`src/rtl/pulse_capture_if.sv`:
```
// Result channel of pulse_capture: measured delay/width/status with a valid/ready handshake.
`timescale 1ns/1ps
interface pulse_capture_if #(
  parameter int WIDTH = 32
);
  logic [WIDTH-1:0] delay;
  logic [WIDTH-1:0] width;
  logic [1:0]       status;
  logic             valid;
  logic             ready;

  modport master (output delay, output width, output status, output valid, input ready);
  modport slave  (input delay, input width, input status, input valid, output ready);
endinterface

```
`src/rtl/pulse_capture.sv`:
```
// Times t0-edge to pin-rise (delay) and pin-rise to pin-fall (width); result is registered,
// valid rises on the fall/timeout/overflow edge and is held until valid&ready.
`timescale 1ns/1ps
module pulse_capture #(
  parameter int WIDTH  = 32,
  parameter int OFFSET = 2
) (
  input  logic               clk,
  input  logic               reset_n,
  input  logic               t0,
  input  logic               pin,
  input  logic [WIDTH-1:0]   timeout,
  pulse_capture_if.master    res,
  output logic               busy,
  output logic [7:0]         missed
);

  localparam logic [1:0] IDLE      = 2'd0;
  localparam logic [1:0] WAIT_RISE = 2'd1;
  localparam logic [1:0] WAIT_FALL = 2'd2;
  localparam logic [1:0] HOLD      = 2'd3;

  localparam logic [WIDTH-1:0] OFS  = WIDTH'(OFFSET);
  localparam logic [WIDTH-1:0] ALL1 = '1;
  localparam logic [WIDTH-1:0] ONE  = WIDTH'(1);

  logic [1:0]       state_q, state_d;
  logic [WIDTH-1:0] cnt_q, cnt_d;
  logic [WIDTH-1:0] delay_q, delay_d;
  logic [WIDTH-1:0] width_q, width_d;
  logic [1:0]       status_q, status_d;
  logic             valid_q, valid_d;
  logic             busy_q, busy_d;
  logic [7:0]       missed_q, missed_d;
  logic             t0_dly_q, t0_dly_d;
  logic             pin_dly_q, pin_dly_d;

  logic             t0_edge, rise, fall;
  logic             tmo_hit, ovf_hit;
  logic [WIDTH-1:0] cnt_inc, raw_adj, tmo_adj;
  logic [7:0]       missed_inc;

  always_comb begin
    t0_edge    = t0 & ~t0_dly_q;
    rise       = pin & ~pin_dly_q;
    fall       = ~pin & pin_dly_q;
    cnt_inc    = cnt_q + ONE;
    tmo_hit    = (timeout != '0) && (cnt_inc == timeout);
    ovf_hit    = (timeout == '0) && (cnt_inc == ALL1);
    raw_adj    = (cnt_inc > OFS) ? (cnt_inc - OFS) : '0;
    tmo_adj    = (timeout > OFS) ? (timeout - OFS) : '0;
    missed_inc = (missed_q == 8'hFF) ? missed_q : (missed_q + 8'd1);

    state_d   = state_q;
    cnt_d     = cnt_q;
    delay_d   = delay_q;
    width_d   = width_q;
    status_d  = status_q;
    valid_d   = valid_q;
    missed_d  = missed_q;
    t0_dly_d  = t0;
    pin_dly_d = pin;

    case (state_q)
      IDLE: begin
        if (t0_edge) begin
          cnt_d   = '0;
          state_d = WAIT_RISE;
        end
      end
      WAIT_RISE: begin
        if (t0_edge) begin
          cnt_d    = '0;
          missed_d = missed_inc;
        end else if (rise) begin
          delay_d = raw_adj;
          cnt_d   = '0;
          state_d = WAIT_FALL;
        end else if (tmo_hit) begin
          delay_d  = tmo_adj;
          width_d  = '0;
          status_d = 2'b01;
          valid_d  = 1'b1;
          state_d  = HOLD;
        end else if (ovf_hit) begin
          delay_d  = ALL1;
          width_d  = '0;
          status_d = 2'b11;
          valid_d  = 1'b1;
          state_d  = HOLD;
        end else begin
          cnt_d = cnt_inc;
        end
      end
      WAIT_FALL: begin
        if (t0_edge) begin
          cnt_d    = '0;
          missed_d = missed_inc;
          state_d  = WAIT_RISE;
        end else if (fall) begin
          width_d  = cnt_inc;
          status_d = 2'b00;
          valid_d  = 1'b1;
          state_d  = HOLD;
        end else if (tmo_hit) begin
          width_d  = timeout;
          status_d = 2'b10;
          valid_d  = 1'b1;
          state_d  = HOLD;
        end else if (ovf_hit) begin
          width_d  = ALL1;
          status_d = 2'b11;
          valid_d  = 1'b1;
          state_d  = HOLD;
        end else begin
          cnt_d = cnt_inc;
        end
      end
      default: begin
        // A t0 edge coinciding with the handshake starts the next measurement without loss.
        if (valid_q && res.ready) begin
          valid_d = 1'b0;
          if (t0_edge) begin
            cnt_d   = '0;
            state_d = WAIT_RISE;
          end else begin
            state_d = IDLE;
          end
        end else if (t0_edge) begin
          missed_d = missed_inc;
        end
      end
    endcase

    busy_d = (state_d == WAIT_RISE) || (state_d == WAIT_FALL);
  end

  always_ff @(posedge clk or negedge reset_n) begin
    if (!reset_n) begin
      state_q   <= IDLE;
      cnt_q     <= '0;
      delay_q   <= '0;
      width_q   <= '0;
      status_q  <= 2'b00;
      valid_q   <= 1'b0;
      busy_q    <= 1'b0;
      missed_q  <= 8'd0;
      t0_dly_q  <= 1'b0;
      pin_dly_q <= 1'b1;
    end else begin
      state_q   <= state_d;
      cnt_q     <= cnt_d;
      delay_q   <= delay_d;
      width_q   <= width_d;
      status_q  <= status_d;
      valid_q   <= valid_d;
      busy_q    <= busy_d;
      missed_q  <= missed_d;
      t0_dly_q  <= t0_dly_d;
      pin_dly_q <= pin_dly_d;
    end
  end

  assign res.delay  = delay_q;
  assign res.width  = width_q;
  assign res.status = status_q;
  assign res.valid  = valid_q;
  assign busy       = busy_q;
  assign missed     = missed_q;

endmodule
```
`src/flat_wrapper.sv`:
```
// flat-port wrapper written by rule: the top's interface ports become plain ports
module pulse_capture_flat 
#(
  parameter int WIDTH  = 32,
  parameter int OFFSET = 2
)
  (clk, reset_n, t0, pin, timeout, busy, missed, res_delay, res_width, res_status, res_valid, res_ready);
  pulse_capture_if #(.WIDTH(WIDTH)) res_i ();
  input  logic clk;
  input  logic reset_n;
  input  logic t0;
  input  logic pin;
  input  logic [WIDTH-1:0] timeout;
  output logic busy;
  output logic [7:0] missed;
  output wire logic [$bits(res_i.delay)-1:0] res_delay;
  output wire logic [$bits(res_i.width)-1:0] res_width;
  output wire logic [$bits(res_i.status)-1:0] res_status;
  output wire logic [$bits(res_i.valid)-1:0] res_valid;
  input wire logic [$bits(res_i.ready)-1:0] res_ready;
  assign res_delay = res_i.delay;
  assign res_width = res_i.width;
  assign res_status = res_i.status;
  assign res_valid = res_i.valid;
  assign res_i.ready = res_ready;
  pulse_capture #(.WIDTH(WIDTH), .OFFSET(OFFSET)) u_core (.clk(clk), .reset_n(reset_n), .t0(t0), .pin(pin), .timeout(timeout), .res(res_i), .busy(busy), .missed(missed));
endmodule
```
`config.mk`:
```
export PLATFORM = sky130hd
export DESIGN_NAME = pulse_capture_flat
export DESIGN_NICKNAME = d
export VERILOG_FILES = /design/src/rtl/pulse_capture_if.sv /design/src/rtl/pulse_capture.sv /design/src/flat_wrapper.sv
export SDC_FILE = /design/constraint.sdc
export NUM_CORES = 1
export LEC_CHECK = 0
export ABC_CLOCK_PERIOD_IN_PS = 4900
export CORE_MARGIN = 2
export CORE_UTILIZATION = 40
export CTS_CLUSTER_DIAMETER = 80
export DETAILED_ROUTE_END_ITERATION = 10
export HOLD_SLACK_MARGIN = 0.03
export PLACE_DENSITY_LB_ADDON = 0.05
export SLEW_MARGIN = 20
export SYNTH_ARGS = -nofsm -noshare
export SYNTH_HDL_FRONTEND = slang
export SYNTH_SLANG_ARGS = --single-unit
```
`constraint.sdc`:
```
create_clock -name clk -period 4.9 [get_ports clk]
set_input_delay 0.49 -clock clk [delete_from_list [all_inputs] [get_ports clk]]
set_output_delay 0.49 -clock clk [all_outputs]
set_load 0.03 [all_outputs]
```
==> flow_summary.toml <==
[drt]
wirelength_um = 31900
viasPerCell = 5.99
wire_per_inst_um = 21.5
drtIter0Drc = 918
ant_nets = 0
dr.pass1.iters = 5
vias = 8858
drc = 0

[critical_path]
worst_r2r_path_depth = 14
cp.arrival_ps = 4730
crit_type = "reg2reg"
rr_startpoint = "u_core.cnt_q[0]$_DFFE_PN0P_"
path_common_cell = "buf_4"
reg2reg_to = "u_core.cnt_q[26]$_DFFE_PN0P_"
path_cells = "ha_1, nand4_2, or4_4, or4_1, and3b_1, o2111ai_1, nor4_1, buf_4, a31oi_2, buf_4, o21ai_1, buf_4, o21bai_1, a21o_1"
critPathCaptureType = "flop"
critPathLaunchType = "flop"
critPathSlowestCell = "or4_4"
reg2reg_slack_ps = 430
required_ps = 5160
cp_max_fo = 22
worst_path_largest_cell_delay_ps = 710

[global_routing]
grt_pass1_wl_um = 49900
grt_overflow = 0
grt_start_max_net_pins = 65
antenna_found_initial = 0
track_usage_pct = 28.7
grt_pass1_vias = 8599

[place]
place_area_um2 = 10200
portBuffers = 112
hpwlAfterDp_um = 23900
dp_slack_ps = 405
dp_cells = 1463
gp_congestion = 0.961

[min_path]
min_path_type = "in2async"

[timing]
slew_viol_final = 0
fin_ws_ps = 425
finalSetupViolCount = 0
period_needed_ps = 4470
slew_headroom_pct = 31.1
rsz0062_at_grt = "no"
finalHoldViolCount = 0
hold_ws_ps = 467
tightest_slew_ps = 1030
worst_clock_skew_ps = 13.1
final.period_utilization_pct = 91.3
final.setup.tns_ps = 0
clock.fmax_mhz = 223

[yosys]
synth_area_per_cell_um2 = 7.79
synth_compound_area_share_pct = 23.9
synthFlopType = "dfrtp_1"
ys_types = 73
synth_edf_count = 0
synthMuxAreaShare_pct = 0.363
synth-xor-area-share_pct = 11.9
ys_warn_count = 0
ys_top_cells_by_count = "nand2_1, a21oi_1, dfrtp_1"
ys_seq_area_share_pct = 32.6
syn_inst = 1105
synth_top_area_share_pct = 32.3
post-synth-top-count-cell = "nand2_1"
synth_top_family_by_area = "simple AND/OR/NAND/NOR gates"
synthAdderAreaFrac_pct = 1.45
synthArstFlopShare_pct = 100
synthSimpleGateAreaFrac_pct = 24.3
synth_top_area_cell = "dfrtp_1"
synthesis.area_um2 = 8610
netlist_top_cells_area = "dfrtp_1, a21oi_1, nand2_1, xnor2_1, o21ai_0"
ys_ff_latch = 112
syn_nets = 1152

[cts]
path_clk_slew_ps = 80
tritoncts = "done"
cts_buffers = 9
post_cts_buffers = 0
cts-htree-levels = 3
clk_latency_ps = 360
cts_hold_buffers = 1
clkSinkCount = 112
cts_resized = 0
cts-root-buf = "clkbuf_16"
cts_max_path_buffers = 2

[floorplan]
die_w_um = 151
rows = 53
dieArea_um2 = 22700
core_region_area_um2 = 21100
ios = 113
start_util_pct = 40.8
die_y_um = 151

[pwr]
power_mw = 3.67
pwr_density_cell_nw_per_um2 = 351
ir_drop_mv = 0.232
leakage_nw = 4.14

[final_layout]
utilization_pct = 49.6
final_nets = 1247
drive_gt1_share_pct = 8.31
area_delta_synth_final_pct = 21.5
regArea_um2 = 2800
final_cells = 1479
diodes = 0
final_area_um2 = 10500
multiInputGateArea_um2 = 5350
nFillCells = 2140

[flow_run]
max_cap_violations = 0

[run_status]
status = "completed"
-- cells by family (layout without fill, tap and decap cells) --
family,count (synthesis),in the layout
XOR/XNOR,106,106
flip-flops,112,112
buffers and inverters,111,210
AND/OR/NAND/NOR,413,413
AO/OA/AOI/OAI,350,350
multiplexers,3,3
adder cells (fa/ha/maj),10,10
-- state kept, by name, indices dropped and copies added (netlist names), 2 cells and up --
signal             count
u_core.res.delay      32
u_core.state_q         2
u_core.res.width      32
u_core.cnt_q          32
u_core.missed          8
u_core.res.status      2
-- worst max-delay path by stage --
stage / cells past startpoint / from / endpoint / slack (ps)
2_1_floorplan: 13 / u_core.cnt_q[1]$_DFFE_PN0P_ / u_core.res.width[19]$_DFFE_PN0P_ / 1190
3_3_place_gp: 11 / timeout[25] / u_core.cnt_q[29]$_DFFE_PN0P_ / 500
3_5_place_dp: 11 / timeout[25] / u_core.cnt_q[29]$_DFFE_PN0P_ / 400
5_1_grt: 13 / u_core.cnt_q[0]$_DFFE_PN0P_ / u_core.res.delay[19]$_DFFE_PN0P_ / 130
4_1_cts: 12 / u_core.cnt_q[0]$_DFFE_PN0P_ / u_core.res.width[26]$_DFFE_PN0P_ / 470
6_report: 14 / u_core.cnt_q[0]$_DFFE_PN0P_ / u_core.cnt_q[26]$_DFFE_PN0P_ / 430
-- area by class of cell --
cell class	instances	share of cell area, %
multi-input combinational	882	51.1
sequential	112	26.8
timing repair buffer	171	15.3
tap	275	3.29
clock buffer	10	2.19
inverter	24	0.861
clock inverter	5	0.419
-- where the power goes --
| group | internal, mW | switching (mW) | leakage (nW) |
|---|---|---|---|
| Clock | 0.349 | 0.377 | 0.127 |
| Combinational | 0.671 | 1.04 | 2.59 |
| Sequential | 1.11 | 0.130 | 1.43 |
-- routing by layer --
| layer | global-route usage [%] | share of wire (%) |
|---|---|---|
| met1 | 38.6 | 43 |
| met5 | 0 | 0 |
| met4 | 9.91 | 2.7 |
| met2 | 47.2 | 48 |
| met3 | 3.97 | 6.3 |
-- placed cells by master, fill, tap and decap left out, types with 7 or more instances in the layout --
master | netlist | layout
o22ai_1 | 7 | 7
o21ai_1 | 30 | 30
and3_1 | 10 | 10
a22oi_1 | 7 | 7
nor4_1 | 25 | 25
o31ai_1 | 10 | 10
ha_1 | 10 | 10
nand4_1 | 22 | 22
a31oi_1 | 12 | 11
xnor3_1 | 7 | 7
o211ai_1 | 13 | 13
nand2_1 | 140 | 140
dfrtp_1 | 111 | 111
xor2_1 | 43 | 43
nand3_1 | 23 | 23
o21ai_0 | 79 | 79
inv_1 | 24 | 24
or3_1 | 10 | 10
nor2_1 | 82 | 82
and2_1 | 7 | 7
and4_1 | 7 | 7
clkdlybuf4s50_1 | 0 | 111
buf_4 | 4 | 56
nor3b_1 | 8 | 8
xnor2_1 | 56 | 56
clkbuf_16 | 0 | 9
or4_1 | 11 | 11
nor3_1 | 33 | 33
a21oi_1 | 134 | 134
-- worst max-delay path, delay by kind of cell, from the launching register on --
kind	cells	cell delay, ps
compound gates	5	970
fa+ha+maj	1	360
buf+inv	3	660
flops	1	540
simple gates	5	1810
No activity file was read; power rests on OpenSTA's default activity.
